File: src/rtl/vector_reduce_acc_pkg.sv
// Shared types and the reduction operator for the vector reduce/accumulate block.
package vector_reduce_acc_pkg;

  localparam int MAX_DATA_WIDTH = 64;

  typedef enum logic {
    OP_SUM = 1'b0,
    OP_MAX = 1'b1
  } op_e;

  typedef enum logic {
    IDLE_FRAME = 1'b0,
    IN_FRAME   = 1'b1
  } frame_state_e;

  // Operands arrive zero-extended; the low `width` bits are the real value, so MAX
  // sign-extends them before comparing. Callers keep only the low `width` result bits.
  function automatic logic [MAX_DATA_WIDTH-1:0] combine(
    input op_e                       op,
    input logic [MAX_DATA_WIDTH-1:0] a,
    input logic [MAX_DATA_WIDTH-1:0] b,
    input int unsigned               width
  );
    logic signed [MAX_DATA_WIDTH-1:0] sa;
    logic signed [MAX_DATA_WIDTH-1:0] sb;
    int unsigned                      sh;
    sh = MAX_DATA_WIDTH - width;
    sa = signed'(a << sh) >>> sh;
    sb = signed'(b << sh) >>> sh;
    if (op == OP_MAX) begin
      return (sa > sb) ? a : b;
    end
    return a + b;
  endfunction

endpackage

File: src/rtl/vector_reduce_acc_reduce_tree.sv
// Pipelined pairwise reduction tree, one register level per halving, with a sideband
// (valid, eof, frame operator) travelling alongside the data.
module reduce_tree
  import vector_reduce_acc_pkg::*;
#(
  parameter int N          = 8,
  parameter int DATA_WIDTH = 32
) (
  input  logic                  clk,
  input  logic                  reset,
  input  logic                  valid_in,
  input  logic                  eof_in,
  input  op_e                   op_in,
  input  logic [DATA_WIDTH-1:0] vector_in [N-1:0],
  output logic                  valid_out,
  output logic                  eof_out,
  output op_e                   op_out,
  output logic [DATA_WIDTH-1:0] data_out
);

  localparam int LEVELS = $clog2(N);

  function automatic logic [DATA_WIDTH-1:0] node_op(
    input op_e                   op,
    input logic [DATA_WIDTH-1:0] a,
    input logic [DATA_WIDTH-1:0] b
  );
    return DATA_WIDTH'(combine(op, MAX_DATA_WIDTH'(a), MAX_DATA_WIDTH'(b), DATA_WIDTH));
  endfunction

  // Index of the first node of level l in the flattened node space: lanes occupy
  // 0..N-1, the first level's outputs follow at N, and so on up to the root at 2N-2.
  function automatic int level_base(input int l);
    return 2 * N - ((2 * N) >> l);
  endfunction

  logic [DATA_WIDTH-1:0] node_q     [N-1];
  logic [DATA_WIDTH-1:0] node_all   [2*N-1];
  logic [LEVELS-1:0]     valid_q;
  logic [LEVELS-1:0]     eof_q;
  op_e                   op_q       [LEVELS];
  logic [LEVELS:0]       valid_chain;
  logic [LEVELS:0]       eof_chain;
  op_e                   op_chain   [LEVELS+1];

  assign valid_chain = {valid_q, valid_in};
  assign eof_chain   = {eof_q, eof_in};

  always_comb begin
    op_chain[0] = op_in;
    for (int l = 0; l < LEVELS; l++) begin
      op_chain[l+1] = op_q[l];
    end
    for (int i = 0; i < N; i++) begin
      node_all[i] = vector_in[i];
    end
    for (int i = 0; i < N - 1; i++) begin
      node_all[N+i] = node_q[i];
    end
  end

  always_ff @(posedge clk or posedge reset) begin
    if (reset) begin
      valid_q <= '0;
      eof_q   <= '0;
      for (int l = 0; l < LEVELS; l++) begin
        op_q[l] <= OP_SUM;
      end
      for (int i = 0; i < N - 1; i++) begin
        node_q[i] <= '0;
      end
    end else begin
      valid_q <= valid_chain[LEVELS-1:0];
      eof_q   <= eof_chain[LEVELS-1:0];
      for (int l = 0; l < LEVELS; l++) begin
        op_q[l] <= op_chain[l];
        for (int j = 0; j < (N >> (l + 1)); j++) begin
          node_q[level_base(l+1)-N+j] <= node_op(op_chain[l],
                                                 node_all[level_base(l)+2*j],
                                                 node_all[level_base(l)+2*j+1]);
        end
      end
    end
  end

  assign valid_out = valid_chain[LEVELS];
  assign eof_out   = eof_chain[LEVELS];
  assign op_out    = op_chain[LEVELS];
  assign data_out  = node_all[2*N-2];

endmodule

File: src/rtl/vector_reduce_acc.sv
// Frame-wise vector reduction: each vector is tree-reduced, then accumulated until eof,
// reporting the frame result, vector count and operator as a one-cycle pulse.
module vector_reduce_acc
  import vector_reduce_acc_pkg::*;
#(
  parameter int N          = 8,
  parameter int DATA_WIDTH = 32,
  parameter int CNT_WIDTH  = 16
) (
  input  logic                  clk,
  input  logic                  reset,
  input  logic                  valid_in,
  input  logic                  eof_in,
  input  logic [DATA_WIDTH-1:0] vector_in [N-1:0],
  input  logic                  op_sel,
  output logic                  valid_out,
  output logic [DATA_WIDTH-1:0] result_out,
  output logic [CNT_WIDTH-1:0]  count_out,
  output logic                  op_out
);

  localparam logic [CNT_WIDTH-1:0] CNT_MAX = {CNT_WIDTH{1'b1}};

  logic                  in_frame_in;
  op_e                   frame_op_q;
  op_e                   tree_op_in;
  logic                  tree_valid;
  logic                  tree_eof;
  op_e                   tree_op;
  logic [DATA_WIDTH-1:0] tree_data;

  frame_state_e          state_q;
  frame_state_e          state_d;
  logic [DATA_WIDTH-1:0] acc_q;
  logic [DATA_WIDTH-1:0] acc_next;
  logic [CNT_WIDTH-1:0]  cnt_q;
  logic [CNT_WIDTH-1:0]  cnt_next;

  // The operator is captured once, with the first vector of a frame, so the tree and
  // accumulator never see a mid-frame change of op_sel.
  always_ff @(posedge clk or posedge reset) begin
    if (reset) begin
      in_frame_in <= 1'b0;
      frame_op_q  <= OP_SUM;
    end else if (valid_in) begin
      if (!in_frame_in) begin
        frame_op_q <= op_e'(op_sel);
      end
      in_frame_in <= !eof_in;
    end
  end

  assign tree_op_in = in_frame_in ? frame_op_q : op_e'(op_sel);

  reduce_tree #(
    .N          (N),
    .DATA_WIDTH (DATA_WIDTH)
  ) u_tree (
    .clk       (clk),
    .reset     (reset),
    .valid_in  (valid_in),
    .eof_in    (eof_in & valid_in),
    .op_in     (tree_op_in),
    .vector_in (vector_in),
    .valid_out (tree_valid),
    .eof_out   (tree_eof),
    .op_out    (tree_op),
    .data_out  (tree_data)
  );

  always_ff @(posedge clk or posedge reset) begin
    if (reset) begin
      state_q <= IDLE_FRAME;
    end else begin
      state_q <= state_d;
    end
  end

  always_comb begin
    state_d  = state_q;
    acc_next = tree_data;
    cnt_next = CNT_WIDTH'(1);
    if (state_q == IN_FRAME) begin
      acc_next = DATA_WIDTH'(combine(tree_op, MAX_DATA_WIDTH'(acc_q),
                                     MAX_DATA_WIDTH'(tree_data), DATA_WIDTH));
      cnt_next = (cnt_q == CNT_MAX) ? cnt_q : cnt_q + 1'b1;
    end
    if (tree_valid) begin
      state_d = tree_eof ? IDLE_FRAME : IN_FRAME;
    end
  end

  // On eof the accumulator and count drop back to their frame-start values so the
  // next frame can follow on the very next cycle.
  always_ff @(posedge clk or posedge reset) begin
    if (reset) begin
      acc_q      <= '0;
      cnt_q      <= '0;
      valid_out  <= 1'b0;
      result_out <= '0;
      count_out  <= '0;
      op_out     <= 1'b0;
    end else begin
      valid_out <= 1'b0;
      if (tree_valid) begin
        if (tree_eof) begin
          result_out <= acc_next;
          count_out  <= cnt_next;
          op_out     <= tree_op;
          valid_out  <= 1'b1;
          acc_q      <= '0;
          cnt_q      <= '0;
        end else begin
          acc_q <= acc_next;
          cnt_q <= cnt_next;
        end
      end
    end
  end

endmodule

File: config.mk
export PLATFORM = sky130hd
export DESIGN_NAME = vector_reduce_acc
export DESIGN_NICKNAME = d
export VERILOG_FILES = /design/src/rtl/vector_reduce_acc_pkg.sv /design/src/rtl/vector_reduce_acc_reduce_tree.sv /design/src/rtl/vector_reduce_acc.sv
export SDC_FILE = /design/constraint.sdc
export NUM_CORES = 2
export LEC_CHECK = 0
export BUFFER_PORTS_ARGS = -buffer_cell sky130_fd_sc_hd__buf_2
export CORE_MARGIN = 4
export CORE_UTILIZATION = 30
export CTS_CLUSTER_SIZE = 24
export DETAILED_ROUTE_END_ITERATION = 8
export PLACE_DENSITY_LB_ADDON = 0.08
export SKIP_LAST_GASP = 1
export SLEW_MARGIN = 20
export SYNTH_ARGS = -nofsm -noshare
export SYNTH_HDL_FRONTEND = slang
export SYNTH_HIERARCHICAL = 1
export SYNTH_SLANG_ARGS = --single-unit
export TNS_END_PERCENT = 1
File: constraint.sdc
create_clock -name clk -period 11.9 [get_ports clk]
set_input_delay 1.19 -clock clk [delete_from_list [all_inputs] [get_ports clk]]
set_output_delay 1.19 -clock clk [all_outputs]
set_load 0.1 [all_outputs]
Word level (Yosys, flattened, before mapping). Index checks and enable logic that the tools add are counted.

Bitwise gates (word level): 1. $lt $le $gt $ge: 8. Equal/unequal tests: 1. $mul: 0. Divide/modulo/power cells: 0. Shift operators: 0. Muxes and demuxes: 38. Reductions and logical operators: 2. Add/subtract/negate cells: 9.

Operators with widths (number): $mux W32 (26); $add A32 B32 Y32 (8); $gt A32 B32 Y1 (8); $mux W16 (3); $add A16 B1 Y16 const B (1); $eq A16 B16 Y1 const B (1); $mux W1 (9); $reduce_and A2 Y1 (1); $and A1 B1 Y1 (1); $logic_not A1 Y1 (1).

Memories: 0. Bits in latches: 0. ROM bits: 0. Logic and storage cells: 80. Output and inout port bits: 50. Flip-flop bits (word level): 334. Input bits: 261. RAM bits: 0.

Depth between registers and ports, before layout.
Word-level depth: 6. Depth in mapped cells: 15. Depth with buffers taken out: 13.

Hierarchy. Netlist, hierarchy kept.

Modules (own cells, without submodules): reduce_tree (area an instance 27277.4 um^2, seq. area each 5830.6 um^2, cells an instance 3358, times used 1); vector_reduce_acc (area an instance 7407.1 um^2, seq. area each 2527.4 um^2, cells an instance 839, times used 1).

Least setup slack after synthesis. Ideal clock, no wire load.

Path kind: input-to-reg. Start: input vector_in[49] (netlist name). End: register u_tree.node_q, in the netlist u_tree/node_all[223]. Path slack: 7.990 ns. Stages on the path: 11. Arrival: 3.765 ns. Path buffers: 0. Setup time: 0.145 ns. Data required time: 11.755 ns. Path through: inv_1 ha_1 or4_4 or3_1 or2_2 o22ai_1 nand3_1 a221oi_1 a221oi_1 xnor2_1 mux2i_1.

Word-level cells in the longest chain between the ends: 4. Elaborated cells on any way between the ends: 5.

RTL lines: start: declaration (line vector_reduce_acc.sv:14) `input logic [DATA_WIDTH-1:0] vector_in [N-1:0],`; $gt A32 B32 Y1 (line vector_reduce_acc_pkg.sv:31) `return (sa > sb) ? a : b;`; $mux W32 (line vector_reduce_acc_pkg.sv:31); $mux W32 (line vector_reduce_acc_pkg.sv:30) `if (op == OP_MAX) begin`; $mux W32 * (line vector_reduce_acc_pkg.sv:33) `return a + b;`; end signal: indexed assignment (line vector_reduce_acc_reduce_tree.sv:78) `node_q[level_base(l+1)-N+j] <= node_op(op_chain[l],`; end: declaration (line vector_reduce_acc_reduce_tree.sv:37) `logic [DATA_WIDTH-1:0] node_q [N-1];`.

Every way passes the cells marked *; elsewhere a longest branch is shown, timed or not. The select of a mux whose other input is x is not followed. A chain may end at the register's enable or synchronous reset.

Worst setup path in the final report.
Start: input vector_in[161] (netlist name). End: register u_tree.node_q, in the netlist u_tree/node_all[133].

The elaborated chain is that of the path after synthesis.

==> key figures <==
Place
  – Port Buffers: 310
  – DPL Wire Length: ~93 mm
  – DP Area: 37380 sq um
  – Final GP Congestion: 0.8485

Timing
  – Max Slew Vio Count: 0
  – Setup Viol. Count Final: 0
  – Fin Hold WS: about 350 ps
  – Minimum clock period: 4465 ps
  – Worst-Margin Slew: 1050 ps
  – Fmax: 0.2240 GHz
  – Setup Skew: 22.69 ps
  – Period utilization: a little under two fifths
  – Final hold vios: 0
  – Setup TNS: 0 ps
  – Slew headroom: 30.00%
  – RSZ-0062 raised after global routing: no

Worst setup path
  – WS Path Type: in -> reg
  – Worst Path Required: about 12000 ps
  – Critical R2R Launch: u_tree/node_all[165]
  – Slowest CP cell: a2111oi_0
  – CP Capture Type: flop
  – Crit path launch: vector_in[161]
  – CP Max Fanout: 28
  – CP Buf/Inv Count: 3
  – Arrival time at the worst endpoint: ~4900 ps
  – CP cell instances: buf_2, inv_1, ha_1, nor2b_1, o21ai_0, a21oi_1, o21a_1, a2111oi_0, o21ai_0, mux2_2, buf_4, mux2_2, nand2_1, o21ai_0
  – CP top delay family: compound AO/OA/AOI/OAI gates
  – Cell repeated most along the worst path: o21ai_0
  – Startpoint Class: input pin
  – Critical path's largest stage delay: between 800 and 900 ps

Synthesis
  – Synth top area cells: dfrtp_1, ha_1, mux2i_1
  – Post-synth EDFFs: 0
  – Mapped cell area: approximately 35000 sq um
  – Yosys reg bits: between 300 and 400
  – Top FF cell, synth: dfrtp_1
  – Synth top area share: 24.10%
  – Yosys warns: 6
  – Asr flop ratio synth: 100.0%
  – Syn_area_per_cell: 8.264 sq um
  – Post-synth top area cell: dfrtp_1
  – Syn Nets: a little under 5000
  – Synth unique cells: 98
  – Cells after synthesis: 4197
  – Sequential element share of the synthesized area: 24.10%

Route
  – Detailed Routing Iterations Pass 1: 6
  – DRC: 0
  – Vias/cell: ~5
  – Routed WL: 115.7 mm
  – DR iter-0 viols: 1523
  – Routed via count: between 20000 and 30000
  – Post-DRT Antenna Nets: 0
  – WL/cell: 19.46 um

Clock tree
  – Clk_lat worst skew: a little over 600 ps
  – Post-CTS Setup Bufs: 0
  – CTS sink count: 334
  – Clk slew on worst S/H paths: about 60 ps
  – Post-CTS resize count: 0
  – H-tree depth: 2
  – Post-CTS Hold Buffers: 0
  – Clock Tree Buf Depth: 3
  – CTS tree: built
  – CTS Buf Count: 46
  – Root buf cell: clkbuf_16

Power and ir drop
  – Peak supply drop: approximately 0.19 mV
  – Final Power: approximately 10 mW
  – Clock network power share: 15.3%
  – Comb pwr share: 63.8%
  – NetSw: 5.128 mW
  – Sequential power share: 20.8%
  – Switch share: 50.82%
  – Cell Int Power: 4.962 mW
  – PD cells: 258.4 nW/um^2
  – Lkg Pwr: 18.94 nW

Floorplan
  – IO Count: 311
  – Starting Density: 30.29%
  – Die H: 348.0 um
  – Core area: 114500 sq um
  – Num rows: 124
  – Die Width: 348.0 um
  – Full die area: 121100 sq um

Run status
  – Status: complete, no violations

Finish
  – Fin nets: 5167
  – # fillers: 12220
  – Layout area overhead: 12.59%
  – Cell area after layout: 39050 sq um
  – Share of layout cells above drive strength 1: between 10% and 20%
  – Reg area: between 8000 and 9000 sq um
  – Area of the multi-input gates: 23620 sq um

GRT
  – Initial antenna violation count: 3
  – Total track usage: 18.58%
  – Grt ovf: 0
  – Largest net degree at the start of global routing: ~80
  – First-pass GRT wire length: 178.6 mm
  – Vias in the first global route: 29880

Job
  – Max cap viols: 0

Hold path
  – Hold wc startpoint: u_tree/valid_q[0]
  – Hold Path Class: reg -> reg
final timing paths:
path	slack, ps	to	depth (start not counted)
max	7430	u_tree/node_all[133]	14
min	350	u_tree/valid_q[1]	0
max reg2reg	7860	u_tree/node_all[94]	13
min reg2reg	350	u_tree/valid_q[1]	0
max in group asynchronous	9740	u_tree/op_chain[2]	3
min in group asynchronous	690	u_tree/valid_q[1]	2
power groups by stage:
stage                     combinational, mW  sequential (mW)  clock, mW
after floorplan                        4.68             2.23          0
after global placement                 6.49             2.14          0
after detailed placement               6.45             2.14          0
after CTS                              6.48             2.12       1.60
after global routing                   7.14             2.17       1.65
final                                  6.44             2.10       1.55
Yosys cell counts (14+ instances only):
| cell | n |
|---|---|
| o211ai_1 | 22 |
| buf_2 | 27 |
| mux2i_1 | 265 |
| and3_1 | 16 |
| a21oi_1 | 439 |
| o21ai_1 | 24 |
| xor2_1 | 68 |
| nor3b_1 | 15 |
| nand2b_1 | 37 |
| nor2_1 | 398 |
| nand3_1 | 46 |
| nor2b_1 | 63 |
| nand4_1 | 54 |
| a31oi_1 | 29 |
| nand2_1 | 226 |
| a221oi_1 | 21 |
| buf_4 | 34 |
| ha_1 | 505 |
| a211oi_1 | 27 |
| o31ai_1 | 57 |
| o21a_1 | 22 |
| clkbuf_1 | 101 |
| inv_1 | 466 |
| nor4_1 | 31 |
| or4_1 | 14 |
| o21bai_1 | 88 |
| xnor2_1 | 171 |
| dfrtp_1 | 334 |
| nor3_1 | 66 |
| o2bb2ai_1 | 20 |
| o221ai_1 | 18 |
| a21o_1 | 54 |
| o21ai_0 | 190 |
| or3_1 | 15 |
cell usage in the layout (no fill, tap or decap), drive strengths merged, types with 171 or more instances in the layout:
cell	n
o21ai	215
xnor2	171
nand2	227
dfrtp	334
nor2	398
mux2i	268
buf	334
ha	505
a21oi	441
inv	469
logic make-up after synthesis:
kind of cell	synth area share, %
xor+xnor	6.035
simple gates	13.91
fa+ha+maj	18.68
buf+inv	7.904
mux	8.456
compound gates	20.92
flops	24.10
metrics by stage:
stage               setup WS, ps  util [%]  std cells
floorplan                   4320         -       4197
global placement            6666     32.64       5857
detailed placement          6697     32.64       5857
CTS                         7365     34.10       5941
global route                7210     34.11       5942
finish                      7435     34.11       5942
layout make-up:
cell class | count | share of cell area (%)
diodes | 1 | 0.006408
multi-input cells | 3207 | 60.48
clock buffers | 56 | 3.201
repair buffers | 334 | 4.434
well taps | 1512 | 4.844
flip-flops and latches | 334 | 21.41
clock inverters | 28 | 1.083
inverters | 470 | 4.543
per-layer routing:
layer	wire, um	track usage (%)
met5	31	0
met4	1636	2.950
met3	3410	1.891
met2	53090	30.89
met1	57480	26.57
flip-flops by register name, indices dropped and copies added (netlist names):
signal	flops
acc_q	32
cnt_q	16
count_out	16
frame_op_q	1
in_frame_in	1
op_out	1
result_out	32
state_q	1
u_tree/data_out	32
u_tree/eof_q	3
u_tree/node_all	192
u_tree/op_chain	2
u_tree/op_out	1
u_tree/valid_q	3
valid_out	1
No activity file was read; power rests on OpenSTA's default activity.
